$ cat config.mk
export PLATFORM = sky130hd
export DESIGN_NAME = ydemux_lane_router
export DESIGN_NICKNAME = d
export VERILOG_FILES = /design/src/rtl/ydemux_lane_router.sv
export SDC_FILE = /design/constraint.sdc
export NUM_CORES = 1
export LEC_CHECK = 0
export CAP_MARGIN = 5
export CORE_MARGIN = 3
export CORE_UTILIZATION = 51
export DETAILED_ROUTE_END_ITERATION = 8
export GPL_TIMING_DRIVEN = 0
export HOLD_SLACK_MARGIN = 0.08
export PLACE_DENSITY = 0.92
export SYNTH_ARGS = -nofsm -noshare
export SYNTH_HDL_FRONTEND = slang
export SYNTH_SLANG_ARGS = --single-unit
$ cat constraint.sdc
create_clock -name clk -period 4.34 [get_ports clk]
set_input_delay 0.868 -clock clk [delete_from_list [all_inputs] [get_ports clk]]
set_output_delay 0.868 -clock clk [all_outputs]
set_load 0.005 [all_outputs]
$ cat src/rtl/ydemux_lane_router.sv
// Registered 1-to-LANES demultiplexer with per-lane valid/ready holding registers,
// all-or-nothing broadcast, and saturating per-lane delivery counters.
module ydemux_lane_router #(
  parameter int unsigned WIDTH = 32,
  parameter int unsigned LANES = 4,
  parameter int unsigned CNTW  = 8,
  localparam int unsigned SELW = $clog2(LANES)
) (
  input  logic                  clk,
  input  logic                  rst_n,
  input  logic                  in_valid,
  output logic                  in_ready,
  input  logic [WIDTH-1:0]      in_data,
  input  logic [SELW-1:0]       in_sel,
  input  logic                  in_bcast,
  output logic [LANES-1:0]      out_valid,
  input  logic [LANES-1:0]      out_ready,
  output logic [LANES*WIDTH-1:0] out_data,
  output logic [LANES*CNTW-1:0] lane_count
);

  localparam logic [CNTW-1:0] CNT_MAX = '1;

  logic [LANES-1:0] w_valid;
  logic [LANES-1:0] w_can;
  logic [LANES-1:0] w_load;
  logic [LANES-1:0] w_deliver;
  logic             w_accept;

  // A lane can take a word when empty or being drained this cycle.
  assign w_can    = ~w_valid | out_ready;
  assign in_ready = in_bcast ? (&w_can) : w_can[in_sel];
  assign w_accept = in_valid & in_ready;
  assign out_valid = w_valid;

  for (genvar g = 0; g < LANES; g++) begin : g_lane
    logic             r_valid;
    logic [WIDTH-1:0] r_data;
    logic [CNTW-1:0]  r_count;

    assign w_load[g]    = w_accept & (in_bcast | (in_sel == SELW'(g)));
    assign w_deliver[g] = r_valid & out_ready[g];

    // Reload wins over drain so a same-edge drain+reload keeps the lane full.
    always_ff @(posedge clk or negedge rst_n) begin
      if (!rst_n) begin
        r_valid <= 1'b0;
        r_data  <= '0;
      end else if (w_load[g]) begin
        r_valid <= 1'b1;
        r_data  <= in_data;
      end else if (w_deliver[g]) begin
        r_valid <= 1'b0;
      end
    end

    always_ff @(posedge clk or negedge rst_n) begin
      if (!rst_n) begin
        r_count <= '0;
      end else if (w_deliver[g] && (r_count != CNT_MAX)) begin
        r_count <= r_count + CNTW'(1);
      end
    end

    assign w_valid[g]                     = r_valid;
    assign out_data[g*WIDTH +: WIDTH]     = r_data;
    assign lane_count[g*CNTW +: CNTW]     = r_count;
  end

endmodule

[Word-level counts from Yosys, hierarchy flattened]
Cells that the tools add are included.
Operators by class
  $add $sub $neg: 4
  $lt $le $gt $ge: 1
  equality and inequality tests: 7
  multiplexer cells: 11
  bitwise gates (word level): 15
  reduce and logical (&&, ||, !) cells: 10
Operators with widths (count)
  $add A8 B1 Y8 const B: 4
  $ne A8 B8 Y1 const B: 4
  $mux W1: 10
  $and A1 B1 Y1: 9
  $reduce_bool A2 Y1: 4
  $eq A2 B2 Y1 const B: 2
  $logic_and A1 B1 Y1: 4
  $not A4 Y4: 1
  $or A1 B1 Y1: 4
  $or A4 B4 Y4: 1
  $reduce_and A4 Y1: 1
  $lt A2 B3 Y1 const B: 1
  $bmux W1 S2: 1
  $eq A2 B1 Y1 const B: 1
  $logic_not A2 Y1: 1
Word-level totals
  register bits after elaboration: 164
  bits of input ports: 42
  output and inout port bits: 165
  word-level logic and storage cells: 60

[Depth between registers and ports, before layout]
  depth after elaboration: 8
  gate-level depth with buffers: 5
  gate-level depth less buffers: 5

[Worst setup path before layout]
No wires, ideal clock.
  path type: input to output
  start point: input port in_bcast
  end point: output port in_ready
  data arrival time: 1578 ps
  required time: 3472 ps
  slack: 1894 ps
  cell stages on the path: 3
  buffers on the path: 0
  cells stage by stage: o21ba_2 > o221ai_4 > nor3_1
Between the ends
  word-level cells in the longest chain between the ends: 1
Ends and longest elaborated chain
  start: declaration: line 15  | input logic in_bcast,
  $mux W1: line 32  | assign in_ready = in_bcast ? (&w_can) : w_can[in_sel];
  end: declaration: line 12  | output logic in_ready,
No other way between the ends.

[Final worst setup path]
  start point: input port in_sel[0]
  end point: output port in_ready
Between the ends
  word-level cells in the longest chain between the ends: 3
Ends and longest elaborated chain
  start: declaration: line 14  | input logic [SELW-1:0] in_sel,
  $bmux W1 S2: line 32
  $mux W1 (implied by the code): line 32
  $mux W1: line 32
No other way between the ends. The select of a mux whose other input is x is not followed.

==> results.yml <==
clocking:
  clockRootBuffer: "clkbuf_16"
  cts.path.max_buffers: 2
  cts-hold-fix-buffers: 0
  ctsResizeCount: 0
  cts_made_buffers: 17
  htree_levels: 4
  clk_latency_ps: 420
  clock-sinks: 164
  postCtsSetupBuffers: 0
  cts_tree: "done"
  clk_pin_slew_ps: 60
placed_design:
  port_buffers: 206
  gp_congestion: 0.8299
  dpl.hpwl_um: 11420
  place_area_mm2: 0.009105
  pre_cts_ws_ps: 835.0
yosys:
  synth_area_per_cell_um2: 15.96
  ys_seq_elements: 164
  synth_flop_cell: "dfrtp_1"
  yosysUniqueCellTypes: 32
  synthesis.nets: 472
  synth-warning-count: 0
  syn_inst: 426
  synth_area_mm2: 0.006799
  async_reset_ff_share_pct: 100.0
  yosysSeqAreaShare_pct: 60.36
  synth_edf_count: 0
floorplanning:
  start_util_pct: 53.01
  dieHeight_um: 121.5
  ios: 207
  dieArea_mm2: 0.01475
  num_rows: 41
  fp.coreArea_mm2: 0.01282
  die_w_um: 121.5
setup_path:
  max_stage_delay_ps: 570
  reg2reg_from: "g_lane[1].r_valid"
  r2r_cells: 5
  slowest_stage: "clkdlybuf4s50_1"
  cp_common_cell: "clkdlybuf4s50_1"
  path_buf_inv: 2
  cp_top_family: "buffers and inverters"
  cp.required_ps: 3470
  worst-r2r-setup-slack_ps: 2190
  worstSetupStartpointType: "input pin"
  critical_path_class: "in -> out"
  cp_num_cells: 5
  path_cells: "clkdlybuf4s50_1, o21ba_2, o221ai_4, nor3_1, clkdlybuf4s50_1"
  critPathArrivalTime_ps: 2670
  reg2reg_to: "g_lane[2].r_data[15]"
  crit_fanout: 5
  crit_path_end_kind: "output port"
sta:
  rsz0062_at_grt: "false"
  hold_violations: 0
  min_period_over_period_pct: 81.59
  fin_skew_ps: 5.562
  slew_violations: 0
  slew_headroom_pct: 43.43
  fin_ws_ps: 799.0
  max_freq_mhz: 282.4
  min_period_ps: 3541
  setup_viol: 0
  tightest_slew_ps: 837.5
finish:
  final_cell_area_mm2: 0.009756
  fin_util_pct: 76.07
  finalNetCount: 698
  diodes: 0
  nFillCells: 772
  area_delta_synth_final_pct: 43.49
  drive_above_1_share_pct: 29.17
flow_run:
  drv_cap: 0
pwr:
  vdd_drop_max_mv: 0.3394
  power.leakage_nw: 4.211
  total_power_mw: 6.273
  powerDensity_mw_per_mm2: 643.0
detailed_routing:
  wl_met3_um: 1083
  via_count: 4440
  wire_per_inst_um: 20.15
  drc: 0
  postRouteAntennaNets: 0
  wl_um: 16860
  topRoutingLayerUsed: "met4"
  drtIter0Drc: 241
  wl_met1_um: 6589
  wl_met2_um: 8679
  drtPass1Iterations: 4
  vias_per_cell: 5.305
global_route:
  grt_pass1_wl_um: 26970
  grt_pass1_vias: 4882
  antenna_found_initial: 0
  grt_overflow: 0
  groute.usage.overall_pct: 23.84
  grt_max_degree: 99
outcome:
  status: "finished clean"
hold_path:
  hp-class: "in -> async"
[sequential cells by signal, indices dropped and copies added, names as in the netlist]
signal and cells:
g_lane.r_count 32, g_lane.r_data 128, g_lane.r_valid 4
[worst max-delay path by stage]
stage / slack [ps] / start / to
after detailed placement: 840 / out_ready[3] / in_ready
after floorplan: 1890 / in_bcast / in_ready
after global placement: -3760 / rst_n / g_lane[3].r_data[12]
final: 800 / in_sel[0] / in_ready
after CTS: 790 / out_ready[2] / in_ready
after global routing: 710 / out_ready[3] / in_ready
[cell usage after synthesis, types with 2 or more instances]
master / instances / share of area, %
nor2_1: 9 / 0.50
a21oi_1: 2 / 0.15
a221oi_4: 3 / 1.2
inv_1: 8 / 0.44
buf_6: 12 / 2.0
or2b_4: 2 / 0.33
ha_1: 4 / 0.74
xor2_1: 18 / 2.3
mux2_4: 41 / 9.1
nor3_1: 7 / 0.52
o311ai_2: 3 / 0.72
nand2_1: 15 / 0.83
and3_1: 2 / 0.18
a21o_1: 4 / 0.44
nand4_1: 3 / 0.28
nand2b_1: 3 / 0.28
buf_4: 4 / 0.44
mux2_2: 91 / 15
dfrtp_1: 164 / 60
nor4_1: 3 / 0.28
xnor2_1: 10 / 1.3
nand3_1: 8 / 0.59
[area by class of cell]
type | count | area [µm²] | share of cell area [%]
Timing Repair Buffer | 207 | 2091 | 21.43
Sequential cell | 164 | 4104 | 42.07
Inverter | 9 | 33.78 | 0.3463
Clock inverter | 12 | 203.9 | 2.091
Buffer | 16 | 165.2 | 1.693
Clock buffer | 20 | 446.7 | 4.579
Tap cell | 172 | 215.2 | 2.206
Multi-Input combinational cell | 237 | 2496 | 25.59
[report_power, final]
part	switching, mW	internal (mW)
Combinational	0.699	1.48
Sequential	0.393	2.06
Clock	0.603	1.04
Total	1.69	4.58
[per-layer routing]
metal / GRT usage [%] / up-vias
li1: - / 1949
met1: 29.20 / 2253
met3: 5.781 / 43
met2: 40.31 / 195
met4: 10.15 / 0
met5: 0 / -
[cells by family after synthesis]
logic type	Yosys count	share of synthesized area [%]
AOI/OAI and AO/OA	17	3.736
xor gates and xnor gates	28	3.607
adders and majority gates	4	0.7361
buffers and inverters	25	2.926
DFF	164	60.36
muxes	132	24.13
and+or+nand+nor	56	4.509
[layout by cell type, fill, tap and decap left out, types with 2 or more instances in the layout]
master / instances
a21o_1: 4
a21oi_1: 2
a221oi_4: 3
and3_1: 2
buf_4: 4
buf_6: 13
bufinv_16: 5
clkbuf_1: 2
clkbuf_16: 17
clkdlybuf4s50_1: 205
clkinv_4: 3
clkinvlp_4: 3
dfrtp_1: 164
ha_1: 4
inv_1: 8
mux2_2: 91
mux2_4: 41
nand2_1: 15
nand2b_1: 3
nand3_1: 8
nand4_1: 3
nor2_1: 9
nor3_1: 7
nor4_1: 3
o311ai_2: 3
or2b_4: 2
xnor2_1: 10
xor2_1: 18
[stage by stage]
step	instances	TNS (ps)	hold WS, ps
finish	837	0	424.0
global placement	804	-613930	475.0
CTS	837	0	443.9
detailed placement	805	0	492.5
global route	837	0	469.1
floorplan	426	0	481.3
Note: power is estimated with default switching activity, not from simulation.
